### config.mk
export PLATFORM = sky130hd
export DESIGN_NAME = vram_access_arbiter
export DESIGN_NICKNAME = d
export VERILOG_FILES = /design/src/rtl/vram_access_arbiter.sv
export SDC_FILE = /design/constraint.sdc
export NUM_CORES = 1
export LEC_CHECK = 0
export ABC_AREA = 1
export BUFFER_PORTS_ARGS = -buffer_cell sky130_fd_sc_hd__buf_2
export CAP_MARGIN = 0
export CORE_AREA = 3 3 101 103
export CTS_CLUSTER_SIZE = 16
export DETAILED_ROUTE_END_ITERATION = 8
export DIE_AREA = 0 0 104 106
export GPL_TIMING_DRIVEN = 1
export PLACE_DENSITY = 0.79
export REMOVE_ABC_BUFFERS = 1
export SYNTH_ARGS = -nofsm -noshare
export SYNTH_HDL_FRONTEND = slang
export SYNTH_SLANG_ARGS = --single-unit
### constraint.sdc
create_clock -name clk -period 3.2 [get_ports clk]
set_input_delay 0.32 -clock clk [delete_from_list [all_inputs] [get_ports clk]]
set_output_delay 0.32 -clock clk [all_outputs]
set_load 0.02 [all_outputs]
### src/rtl/vram_access_arbiter.sv
// Arbitrates the single-port GPU VRAM between buffered CPU writes and GPU fetch reads.
// GPU reads win normally; vblank and a starvation counter let the write FIFO drain.
module vram_access_arbiter #(
  parameter int ADDR_W       = 12,
  parameter int DATA_W       = 8,
  parameter int FIFO_DEPTH   = 4,
  parameter int STARVE_LIMIT = 8
) (
  input  logic                         clk,
  input  logic                         rst_B,
  input  logic                         vblank,
  input  logic                         cpu_wr_valid,
  input  logic [ADDR_W-1:0]            cpu_wr_addr,
  input  logic [DATA_W-1:0]            cpu_wr_data,
  output logic                         fifo_full,
  output logic [$clog2(FIFO_DEPTH):0]  fifo_level,
  output logic                         overflow,
  input  logic                         overflow_clr,
  input  logic                         gpu_rd_req,
  input  logic [ADDR_W-1:0]            gpu_rd_addr,
  output logic                         gpu_rd_ready,
  output logic                         gpu_rd_valid,
  output logic [DATA_W-1:0]            gpu_rd_data,
  output logic [ADDR_W-1:0]            vram_addr,
  output logic [DATA_W-1:0]            vram_wdata,
  output logic                         vram_we,
  input  logic [DATA_W-1:0]            vram_rdata
);

  localparam int PTR_W = $clog2(FIFO_DEPTH);
  localparam int LVL_W = PTR_W + 1;
  localparam int CNT_W = $clog2(STARVE_LIMIT + 1);
  localparam logic [LVL_W-1:0] LVL_FULL = LVL_W'(FIFO_DEPTH);
  localparam logic [CNT_W-1:0] CNT_MAX  = CNT_W'(STARVE_LIMIT);

  typedef enum logic [2:0] {
    G_IDLE,
    G_FORCE_WR,
    G_VBL_WR,
    G_GPU_RD,
    G_IDLE_WR
  } grant_t;

  logic [ADDR_W-1:0] fifo_addr [FIFO_DEPTH];
  logic [DATA_W-1:0] fifo_data [FIFO_DEPTH];
  logic [PTR_W-1:0]  head;
  logic [PTR_W-1:0]  tail;
  logic [LVL_W-1:0]  level;
  logic [CNT_W-1:0]  starve_cnt;
  logic [ADDR_W-1:0] addr_hold;
  logic [DATA_W-1:0] wdata_hold;
  logic              rd_vld_p1;

  grant_t grant;
  logic   fifo_empty;
  logic   wr_grant;
  logic   rd_grant;
  logic   push;
  logic   pop;
  logic   drop;

  assign fifo_empty = (level == '0);
  assign fifo_full  = (level == LVL_FULL);
  assign fifo_level = level;

  // Fixed-priority grant, evaluated every cycle
  always_comb begin
    grant = G_IDLE;
    if (!fifo_empty && starve_cnt == CNT_MAX) grant = G_FORCE_WR;
    else if (vblank && !fifo_empty)           grant = G_VBL_WR;
    else if (gpu_rd_req)                      grant = G_GPU_RD;
    else if (!fifo_empty)                     grant = G_IDLE_WR;
  end

  assign wr_grant = (grant == G_FORCE_WR) || (grant == G_VBL_WR) || (grant == G_IDLE_WR);
  assign rd_grant = (grant == G_GPU_RD);
  assign pop      = wr_grant;
  assign push     = cpu_wr_valid && (!fifo_full || pop);
  assign drop     = cpu_wr_valid && fifo_full && !pop;

  // RAM port drive; address and write data hold their last values when idle
  always_comb begin
    vram_we      = wr_grant;
    gpu_rd_ready = rd_grant;
    vram_addr    = addr_hold;
    vram_wdata   = wdata_hold;
    if (wr_grant) begin
      vram_addr  = fifo_addr[head];
      vram_wdata = fifo_data[head];
    end else if (rd_grant) begin
      vram_addr  = gpu_rd_addr;
    end
  end

  assign gpu_rd_valid = rd_vld_p1;
  assign gpu_rd_data  = vram_rdata;

  // Write buffer storage: data only, no reset needed
  always_ff @(posedge clk) begin
    if (push) begin
      fifo_addr[tail] <= cpu_wr_addr;
      fifo_data[tail] <= cpu_wr_data;
    end
  end

  always_ff @(posedge clk or negedge rst_B) begin
    if (!rst_B) begin
      head       <= '0;
      tail       <= '0;
      level      <= '0;
      starve_cnt <= '0;
      overflow   <= 1'b0;
      rd_vld_p1  <= 1'b0;
      addr_hold  <= '0;
      wdata_hold <= '0;
    end else begin
      if (push) tail <= tail + PTR_W'(1);
      if (pop)  head <= head + PTR_W'(1);
      case ({push, pop})
        2'b10:   level <= level + LVL_W'(1);
        2'b01:   level <= level - LVL_W'(1);
        default: level <= level;
      endcase

      if (fifo_empty || wr_grant)  starve_cnt <= '0;
      else if (starve_cnt != CNT_MAX) starve_cnt <= starve_cnt + CNT_W'(1);

      if (drop)              overflow <= 1'b1;
      else if (overflow_clr) overflow <= 1'b0;

      // Read data arrives from the synchronous RAM one cycle after the grant
      rd_vld_p1  <= rd_grant;
      addr_hold  <= vram_addr;
      wdata_hold <= vram_wdata;
    end
  end

endmodule

### Word-level counts from Yosys, hierarchy flattened

Memory sizes are Yosys's and may differ from the RTL's.
Index checks and enable logic that the tools add are counted.

| word-level totals | value |
|---|---|
| register bits after elaboration | 33 |
| word-level logic and storage cells | 54 |
| RAM bits | 80 |
| memories | 2 |
| bits of input ports | 46 |

| cells by class | value |
|---|---|
| add/subtract/negate cells | 5 |
| eq/ne operators | 9 |
| multiplexer cells | 14 |
| reduce and logical (&&, ||, !) cells | 16 |

Memory list:

| memory | words | bits a word | rd ports | clocked after memory_dff | write ports | line | text |
|---|---|---|---|---|---|---|---|
| fifo_addr | 4 | 12 | 1 | 0 | 1 | 44 | `logic [ADDR_W-1:0] fifo_addr [FIFO_DEPTH];` |
| fifo_data | 4 | 8 | 1 | 0 | 1 | 45 | `logic [DATA_W-1:0] fifo_data [FIFO_DEPTH];` |

Operators by type and width:

| operator | count |
|---|---|
| 12-bit 2-to-1 mux | 2 |
| 3-bit 2-to-1 mux | 4 |
| 4-bit 2-to-1 mux | 2 |
| 8-bit 2-to-1 mux | 1 |
| 3-bit by 2-bit equality test with 1-bit output, second input constant | 2 |
| 3-bit equality test, second input constant | 2 |
| 3-bit one-hot mux with 2 select lines | 1 |
| 2-bit nonzero test | 3 |
| 1-bit logical AND | 5 |
| 2-bit by 1-bit adder with 2-bit output, second input constant | 2 |
| 4-bit by 1-bit adder with 4-bit output, second input constant | 1 |
| 4-bit equality test, second input constant | 1 |
| 1-bit logical OR | 4 |
| 1-bit 2-to-1 mux | 4 |
| 4-bit != test, second input constant | 1 |
| 3-bit by 1-bit adder with 3-bit output, second input constant | 1 |
| 3-bit by 1-bit equality test with 1-bit output, second input constant | 1 |
| 1-bit zero test | 3 |
| 3-bit zero test | 1 |
| 3-bit by 1-bit subtractor with 3-bit output, second input constant | 1 |
| 2-bit by 1-bit equality test with 1-bit output, second input constant | 1 |
| 2-bit equality test, second input constant | 1 |

### Logic depth before layout (Yosys ltp)

Gate-level depths: netlist of the first run.

| logic depth | value |
|---|---|
| depth in word-level cells | 12 |
| depth in mapped cells | 11 |
| mapped depth without buffers | 11 |

### Worst setup path before layout of the first run

No wires, ideal clock.

| path | value |
|---|---|
| path type | flip-flop to flip-flop |
| from | reg starve_cnt[0] |
| to | mem fifo_addr[0][0], enable pin |
| arrival | 1.773 ns |
| library setup time | 0.397 ns |
| setup slack | 1.031 ns |
| stages on the path, launching flop included | 7 |
| cell sequence | dfrtp_1 inv_1 ha_1 nand3_1 nand2_4 o21ai_4 nor2_1 |

| between the ends | value |
|---|---|
| word-level cells in the longest chain between the ends | 10 |

RTL lines:

| what | line | text |
|---|---|---|
| from (decl) | 49 | `logic [CNT_W-1:0] starve_cnt;` |
| from (signal assigned) | 126 | `else if (starve_cnt != CNT_MAX) starve_cnt <= starve_cnt + CNT_W'(1);` |
| 4-bit equality test (*) | 69 | `if (!fifo_empty && starve_cnt == CNT_MAX) grant = G_FORCE_WR;` |
| 1-bit logical AND (*) | 69 |  |
| 3-bit 2-to-1 mux (*) | 69 |  |
| 3-bit by 1-bit equality test with 1-bit output / 3-bit by 2-bit equality test with 1-bit output (equally long branches) | 75 | `assign wr_grant = (grant == G_FORCE_WR) \|\| (grant == G_VBL_WR) \|\| (grant == G_IDLE_WR);` |
| 1-bit logical OR | 75 |  |
| 1-bit logical OR (*) | 75 |  |
| 1-bit logical OR (*) | 78 | `assign push = cpu_wr_valid && (!fifo_full \|\| pop);` |
| 1-bit logical AND (*) | 78 |  |
| 1-bit 2-to-1 mux (*) | 100 | `if (push) begin` |
| 1-bit 2-to-1 mux (implied by the code) (*) | 101 | `fifo_addr[tail] <= cpu_wr_addr;` |
| to (decl) | 44 |  |

Every way passes the cells marked *; elsewhere a longest branch is shown, timed or not.

### Worst setup path after layout of the first run

| path | value |
|---|---|
| from | reg head[1] |
| to | out vram_addr[7] |

| between the ends | value |
|---|---|
| word-level cells in the longest chain between the ends | 2 |

RTL lines:

| what | line | text |
|---|---|---|
| from (decl) | 46 | `logic [PTR_W-1:0] head;` |
| from (signal assigned) | 118 | `if (pop) head <= head + PTR_W'(1);` |
| memory read 4 x 12 bit | - |  |
| 12-bit 2-to-1 mux | 87 | `if (wr_grant) begin` |
| to (decl) | 24 | `output logic [ADDR_W-1:0] vram_addr,` |

No other way between the ends.

==> summary.md, run 1 <==
| Metric | Value |
|---|---|
| Outcome | `complete, no violations` |
| Register bit total from synthesis | `113` |
| Number of gates resized after CTS | `0` |
| Drt wl/cell | `17.2 um` |
| Power Density | `1050 nW/um^2` |
| Initial Util | `50.6%` |
| CTS max path bufs | `2` |
| Post-route setup TNS | `0 ns` |
| Post-Synth XOR/XNOR Area | `0.932%` |
| Largest net degree at the start of global routing | `44` |
| Power Total | `6.05 mW` |
| IO buf count | `65` |
| Area delta synth->final | `22.6%` |
| Post-synthesis mux area share | `0%` |
| Std-Cell Rows | `35` |
| Post-route ant nets | `0` |
| Final worst path period share | `86.9%` |
| Root buffer cell | `clkbuf_8` |
| Adder-Cell Fraction of Synth Area | `2.02%` |
| Syn Inst Count | `384` |
| Vias in the first global route | `3237` |
| Register area share after synthesis | `68.7%` |
| DR vias/cell | `5.34` |
| Share of layout cells above drive strength 1 | `27.5%` |
| Synth cell types | `34` |
| Most common cell after layout, fill and taps aside | `edfxtp_1` |
| Worst hold path class | `in2reg` |
| CP required | `2.88 ns` |
| Hold EP | `fifo_addr[2][2]` |
| Worst VDD drop | `749 uV` |
| Combinational power share | `33.5%` |
| R2R Setup Slk | `1.20 ns` |
| Commonest cells after routing, fill and taps aside | `edfxtp_1 (80), nor2_1 (72), buf_2 (65), o21ai_0 (46), dfrtp_1 (33)` |
| Later-pin clock latency in the skew report | `0.52 ns` |
| Min Clock Period, post-route | `2.78 ns` |
| Internal Power | `3.81 mW` |
| DRC | `0` |
| DR vias | `3195` |
| Worst slew pin tran | `0.893 ns` |
| Length of the first detailed-routing pass in iterations | `5` |
| Total core area | `9280 um^2` |
| Synth Area in Simple Gates | `12.3%` |
| Worst Clk Skew | `0.0109 ns` |
| Post-DP HPWL | `6.00 mm` |
| R2R depth | `11` |
| Syn avg cell area | `12.2 um^2` |
| Synth Area in Compound Gates | `10.2%` |
| Clock power share | `31.5%` |
| H-Tree Level Count | `4` |
| Overflow after GRT | `0` |
| Ant diodes | `0` |
| R2R Path End | `fifo_level[2]` |
| Worst setup SP type | `flop` |
| Reg clk slew, reported paths | `0.06 ns` |
| Final WL | `10.3 mm` |
| Worst reg2reg path startpoint | `starve_cnt[0]` |
| RSZ-0062 raised after global routing | `no` |
| Cell Area, Synth | `4700 um^2` |
| Synthesis Warnings | `0` |
| Largest family of logic cells by synthesized area | `simple AND/OR/NAND/NOR gates` |
| Crit path kind | `reg2out` |
| Worst-path fanout max | `22` |
| FMAX | `360 MHz` |
| All-Layer GR Usage | `19.6%` |
| Final hold viol count | `0` |
| Max Cap Viol | `0` |
| Setup-failing EPs final | `0` |
| Leakage | `2.27 nW` |
| Cts hold-fix bufs | `7` |
| Nets | `509` |
| Seq pwr share | `35.0%` |
| Initial antenna violation count | `0` |
| Hold Path Origin | `cpu_wr_addr[2]` |
| Final Max Tran Viols | `0` |
| Net Sw Frac | `36.9%` |
| Critical Path End Type | `output port` |
| Die width | `104 um` |
| Critical Path AT | `2.46 ns` |
| Max-slew headroom | `40.4%` |
| CTS tree | `done` |
| Setup bufs post-CTS | `0` |
| Top-Level Pins | `82` |
| First DRT Iteration DRCs | `301` |
| Total clock sinks | `113` |
| Gpl congestion | `0.808` |
| CTS Buf Count | `17` |
| First-pass GRT wire length | `16.4 mm` |
| Die area | `11000 um^2` |
| Hold Path Depth | `1` |
| Fillers | `709` |
| Die Y | `106 um` |
| Switching pwr | `2.23 mW` |
## through the flow
step | cell area (um^2) | hold slack [ns] | cells | utilization [%] | worst slack [ns]
2_1_floorplan | 4520 | 0.0244 | 356 | - | 0.795
3_3_place_gp | 5060 | 0.444 | 557 | 54.6 | 0.873
3_5_place_dp | 5060 | 0.466 | 557 | 54.6 | 0.886
4_1_cts | 5740 | 0.00341 | 596 | 61.8 | 0.413
5_1_grt | 5760 | 0.00824 | 598 | 62.0 | 0.216
6_report | 5760 | 0.0200 | 598 | 62.0 | 0.419
## layout make-up
class / count / area (um^2) / area share (%)
clock inverters: 14 / 176 / 3.06
flip-flops and latches: 113 / 3230 / 56.1
clock buffers: 18 / 428 / 7.43
well taps: 129 / 161 / 2.80
inverters: 23 / 91.3 / 1.59
repair buffers: 81 / 468 / 8.13
multi-input cells: 220 / 1210 / 20.9
## layer usage
layer | vias to the layer above | track usage (%) | wire, um
met5 | - | 0 | 0
met1 | 1556 | 23.3 | 4070
met4 | 0 | 8.17 | 231
met3 | 20 | 6.92 | 677
met2 | 139 | 32.5 | 5310
li1 | 1480 | - | -
## worst max-delay path, cell delays in order, from the launching register on
cell and delay, ns:
dfrtp_1 0.37, buf_4 0.22, inv_1 0.54, o21ai_0 0.21
o22ai_1 0.20, nand2_1 0.07, o21ai_1 0.12, buf_2 0.20
## sequential cells by signal (all words and copies together), names as in the netlist
register,cells
starve_cnt,4
gpu_rd_valid,1
overflow,1
fifo_addr,48
fifo_data,32
addr_hold,12
head,2
wdata_hold,8
tail,2
fifo_level,3
## power groups by stage
stage	Clock, mW	Combinational (mW)	Sequential (mW)
6_report	1.90	2.03	2.12
5_1_grt	1.99	2.24	2.15
4_1_cts	1.92	2.04	2.12
3_5_place_dp	0	2.01	2.14
3_3_place_gp	0	1.93	2.12
2_1_floorplan	0	1.23	2.20
## cell families after synthesis
| kind of cell | Yosys count |
|---|---|
| adders and majority gates | 7 |
| AOI/OAI and AO/OA | 88 |
| DFF | 113 |
| and+or+nand+nor | 120 |
| xor gates and xnor gates | 5 |
| buffers and inverters | 51 |
## worst max path at each step
stage	end	slack, ns	start
2_1_floorplan	vram_addr[11]	0.80	head[0]
3_3_place_gp	vram_addr[11]	0.87	gpu_rd_req
3_5_place_dp	vram_addr[11]	0.89	gpu_rd_req
4_1_cts	vram_addr[6]	0.41	head[1]
5_1_grt	vram_wdata[0]	0.22	head[0]
6_report	vram_addr[7]	0.42	head[1]
## synth_stat cells (all sizes together)
library cell,number,area [um^2]
a31oi,8,50.1
nand3,8,55.1
o21ai,66,342
buf,20,151
nand4,2,12.5
xor2,4,35.0
a21oi,1,5.00
inv,22,87.6
o32ai,1,8.76
fa,1,20.0
ha,6,75.1
o22ai,12,75.1
clkbuf,8,30.0
edfxtp,80,2400
dfrtp,33,826
nand2,20,101
xnor2,1,8.76
nor2,78,303
clkinv,1,3.75
nor3,12,105
Power figures use the tool's default switching activity.
==> run 2, diff against run 1 <==
--- a/config.mk
+++ b/config.mk
@@ -6,14 +6,14 @@
 export NUM_CORES = 1
 export LEC_CHECK = 0
 export ABC_AREA = 1
-export BUFFER_PORTS_ARGS = -buffer_cell sky130_fd_sc_hd__buf_2
 export CAP_MARGIN = 0
-export CORE_AREA = 3 3 101 103
+export CORE_AREA = 3 3 119 121
 export CTS_CLUSTER_SIZE = 16
 export DETAILED_ROUTE_END_ITERATION = 8
-export DIE_AREA = 0 0 104 106
+export DIE_AREA = 0 0 122 124
+export DONT_BUFFER_PORTS = 1
 export GPL_TIMING_DRIVEN = 1
-export PLACE_DENSITY = 0.79
+export PLACE_DENSITY = 0.56
 export REMOVE_ABC_BUFFERS = 1
 export SYNTH_ARGS = -nofsm -noshare
 export SYNTH_HDL_FRONTEND = slang
==> run 2 against run 1 <==
Effect of this change:
- total power down 2.6%
- core utilization down 19 points
- hold slack improved by 0.0025 ns
- clock power up 2%
- sequential share of layout area rose by 0.95 points
- non-clock buffer count down 50
- via count down 9.7%
==> summary.md, run 2 (synthesis results as in run 1) <==
| Metric | Value |
|---|---|
| Setup-failing EPs final | `0 (unchanged)` |
| Final Cell Area | `5660 um^2 (-1.7%)` |
| Net Sw Frac | `36.9% (about the same)` |
| Worst path max stage delay | `0.50 ns (-0.04 ns)` |
| Reg clk slew, reported paths | `0.06 ns (about the same)` |
| Power Density | `1040 nW/um^2 (-0.97%)` |
| Worst VDD drop | `436 uV (-42%)` |
| Max FFs per register | `48 (unchanged)` |
| Later-pin clock latency in the skew report | `0.41 ns (-0.11 ns)` |
| Dpl cells | `541 (-2.9%)` |
| Nets | `459 (-9.8%)` |
| Top delay family on crit path | `compound AO/OA/AOI/OAI gates` |
| RSZ-0062 raised after global routing | `no` |
| Share of layout cells above drive strength 1 | `15.8% (-12 points)` |
| Die Y | `124 um (+17%)` |
| Worst setup SP type | `flop` |
| Top reg by flops | `fifo_addr` |
| Post-DP HPWL | `6.23 mm (+3.9%)` |
| Drt wl/cell | `17.5 um (+1.7%)` |
| Largest net degree at the start of global routing | `44 (unchanged)` |
| Total clock sinks | `113 (unchanged)` |
| Initial antenna violation count | `0 (unchanged)` |
| Leakage | `2.08 nW (-8.4%)` |
| Power Total | `5.89 mW (-2.6%)` |
| Worst Clk Skew | `0.00882 ns (-0.00204 ns)` |
| DR vias | `2884 (-9.7%)` |
| Placement Cell Area | `4810 um^2 (-5.0%)` |
| Worst hold path class | `in2reg` |
| Most common cell after layout, fill and taps aside | `edfxtp_1` |
| Min Clock Period, post-route | `2.70 ns (-0.0826 ns)` |
| Gpl congestion | `0.730 (-9.7%)` |
| Final hold viol count | `0 (unchanged)` |
| IO buf count | `0 (-100%)` |
| Final worst path period share | `84.3% (-2.6 points)` |
| Finished Layout Cells | `595 (-0.50%)` |
| First DRT Iteration DRCs | `169 (-44%)` |
| Critical Path AT | `2.38 ns (-0.08 ns)` |
| Post-layout util | `42.9% (-19 points)` |
| Die area | `15100 um^2 (+37%)` |
| Worst-path fanout max | `43 (+95%)` |
| Outcome | `complete, no violations` |
| First-pass GRT wire length | `16.3 mm (-0.84%)` |
| Area delta synth->final | `20.6%` |
| Total core area | `13200 um^2 (+42%)` |
| Post-route ant nets | `0 (unchanged)` |
| Final Max Tran Viols | `0 (unchanged)` |
| DR vias/cell | `4.85 (-9.3%)` |
| CP max-delay cell | `a31oi_1` |
| FMAX | `371 MHz (+3.1%)` |
| H-Tree Level Count | `4 (unchanged)` |
| Top-Level Pins | `82 (unchanged)` |
| CTS Buf Count | `17 (unchanged)` |
| Hold EP | `overflow` |
| Combinational power share | `30.5% (-3.0 points)` |
| Internal Power | `3.71 mW (-2.7%)` |
| Critical path buffer and inverter count | `2 (-1)` |
| Worst reg2reg path startpoint | `starve_cnt[0]` |
| CTS tree | `done` |
| Length of the first detailed-routing pass in iterations | `4 (-1)` |
| Final worst-path setup slack | `0.501 ns (+0.0826 ns)` |
| CP required | `2.88 ns (about the same)` |
| R2R depth | `8 (-3)` |
| Std-Cell Rows | `42 (+20%)` |
| Max Cap Viol | `0 (unchanged)` |
| Hold Path Origin | `overflow_clr` |
| Die width | `122 um (+17%)` |
| Vias in the first global route | `2978 (-8.0%)` |
| Post-route setup TNS | `0 ns (unchanged)` |
| Switching pwr | `2.18 mW (-2.6%)` |
| Final WL | `10.4 mm (+1.2%)` |
| Final Hold Slack | `0.0225 ns (+0.00254 ns)` |
| Critical Path End Type | `output port` |
| Regs by FF count | `fifo_addr x48, fifo_data x32, addr_hold x12` |
| CTS max path bufs | `2 (unchanged)` |
| Overflow after GRT | `0 (unchanged)` |
| Initial Util | `35.6% (-15 points)` |
| DRC | `0 (unchanged)` |
| Seq pwr share | `36.5% (+1.5 points)` |
| Hold Path Depth | `1 (unchanged)` |
| CP Cell Sequence | `inv_1 > ha_1 > nand3_1 > nand2_4 > nand2_8 > inv_6 > nor2_1 > a31oi_1` |
| R2R Setup Slk | `1.05 ns (-0.15 ns)` |
| R2R Path End | `wdata_hold[6]` |
| Max-slew headroom | `50.5% (+10 points)` |
| Crit path kind | `reg2out` |
| Root buffer cell | `clkbuf_16` |
| Worst slew pin tran | `0.742 ns (-0.151 ns)` |
| All-Layer GR Usage | `14.5% (-5.0 points)` |
| Setup WS pre-CTS | `0.939 ns (+0.0528 ns)` |
| Commonest cells after routing, fill and taps aside | `edfxtp_1 (80), nor2_1 (72), o21ai_0 (46), dfrtp_1 (33), dlygate4sd3_1 (21)` |
| Clock power share | `33.0% (+1.5 points)` |
| Ant diodes | `0 (unchanged)` |
[run 2: cell count changes in the layout (fill, tap and decap cells not counted)]
cell	change
clkinv_1	+1
inv_6	-3
buf_12	+1
inv_8	+1
buf_4	+2
clkinv_4	+2
clkinv_2	-2
buf_2	-65
clkinvlp_4	+1
clkbuf_8	-1
clkbuf_16	+1
dlygate4sd3_1	+12
[run 2: repair_timing]
| action | CTS | global route |
|---|---|---|
| resized for setup | 0 | 0 |
| endpoints found under the hold margin | 113 | 0 |
| hold buffers | 22 | 0 |
| buffers inserted | 0 | 0 |
[run 2: area by class of cell]
class | instances | area [um^2]
inverters | 23 | 91.3
well taps | 176 | 220
multi-input cells | 220 | 1210
fillers | 1218 | 7530
clock buffers | 18 | 439
clock inverters | 14 | 180
repair buffers | 31 | 298
flip-flops and latches | 113 | 3230
[run 2: power groups by stage]
| stage | sequential, mW | clock [mW] | combinational, mW |
|---|---|---|---|
| floorplan | 2.20 | 0 | 1.23 |
| global placement | 2.17 | 0 | 1.75 |
| detailed placement | 2.18 | 0 | 1.77 |
| CTS | 2.15 | 1.97 | 1.83 |
| global route | 2.19 | 2.04 | 2.02 |
| finish | 2.15 | 1.94 | 1.80 |
[run 2: routing by layer]
| metal | vias up | wire length (um) | GRT usage, % |
|---|---|---|---|
| li1 | 1391 | - | - |
| met1 | 1399 | 4660 | 19.0 |
| met2 | 92 | 4940 | 22.3 |
| met3 | 2 | 782 | 5.54 |
| met4 | 0 | 36 | 5.04 |
| met5 | - | 0 | 0 |
[run 2: worst max path at each step]
stage / startpoint / end / cells after the start
2_1_floorplan: head[0] / vram_addr[11] / 5
3_3_place_gp: starve_cnt[0] / vram_wdata[0] / 8
3_5_place_dp: starve_cnt[0] / vram_wdata[2] / 8
4_1_cts: starve_cnt[0] / vram_wdata[6] / 8
5_1_grt: starve_cnt[0] / vram_wdata[6] / 8
6_report: starve_cnt[0] / vram_wdata[6] / 8
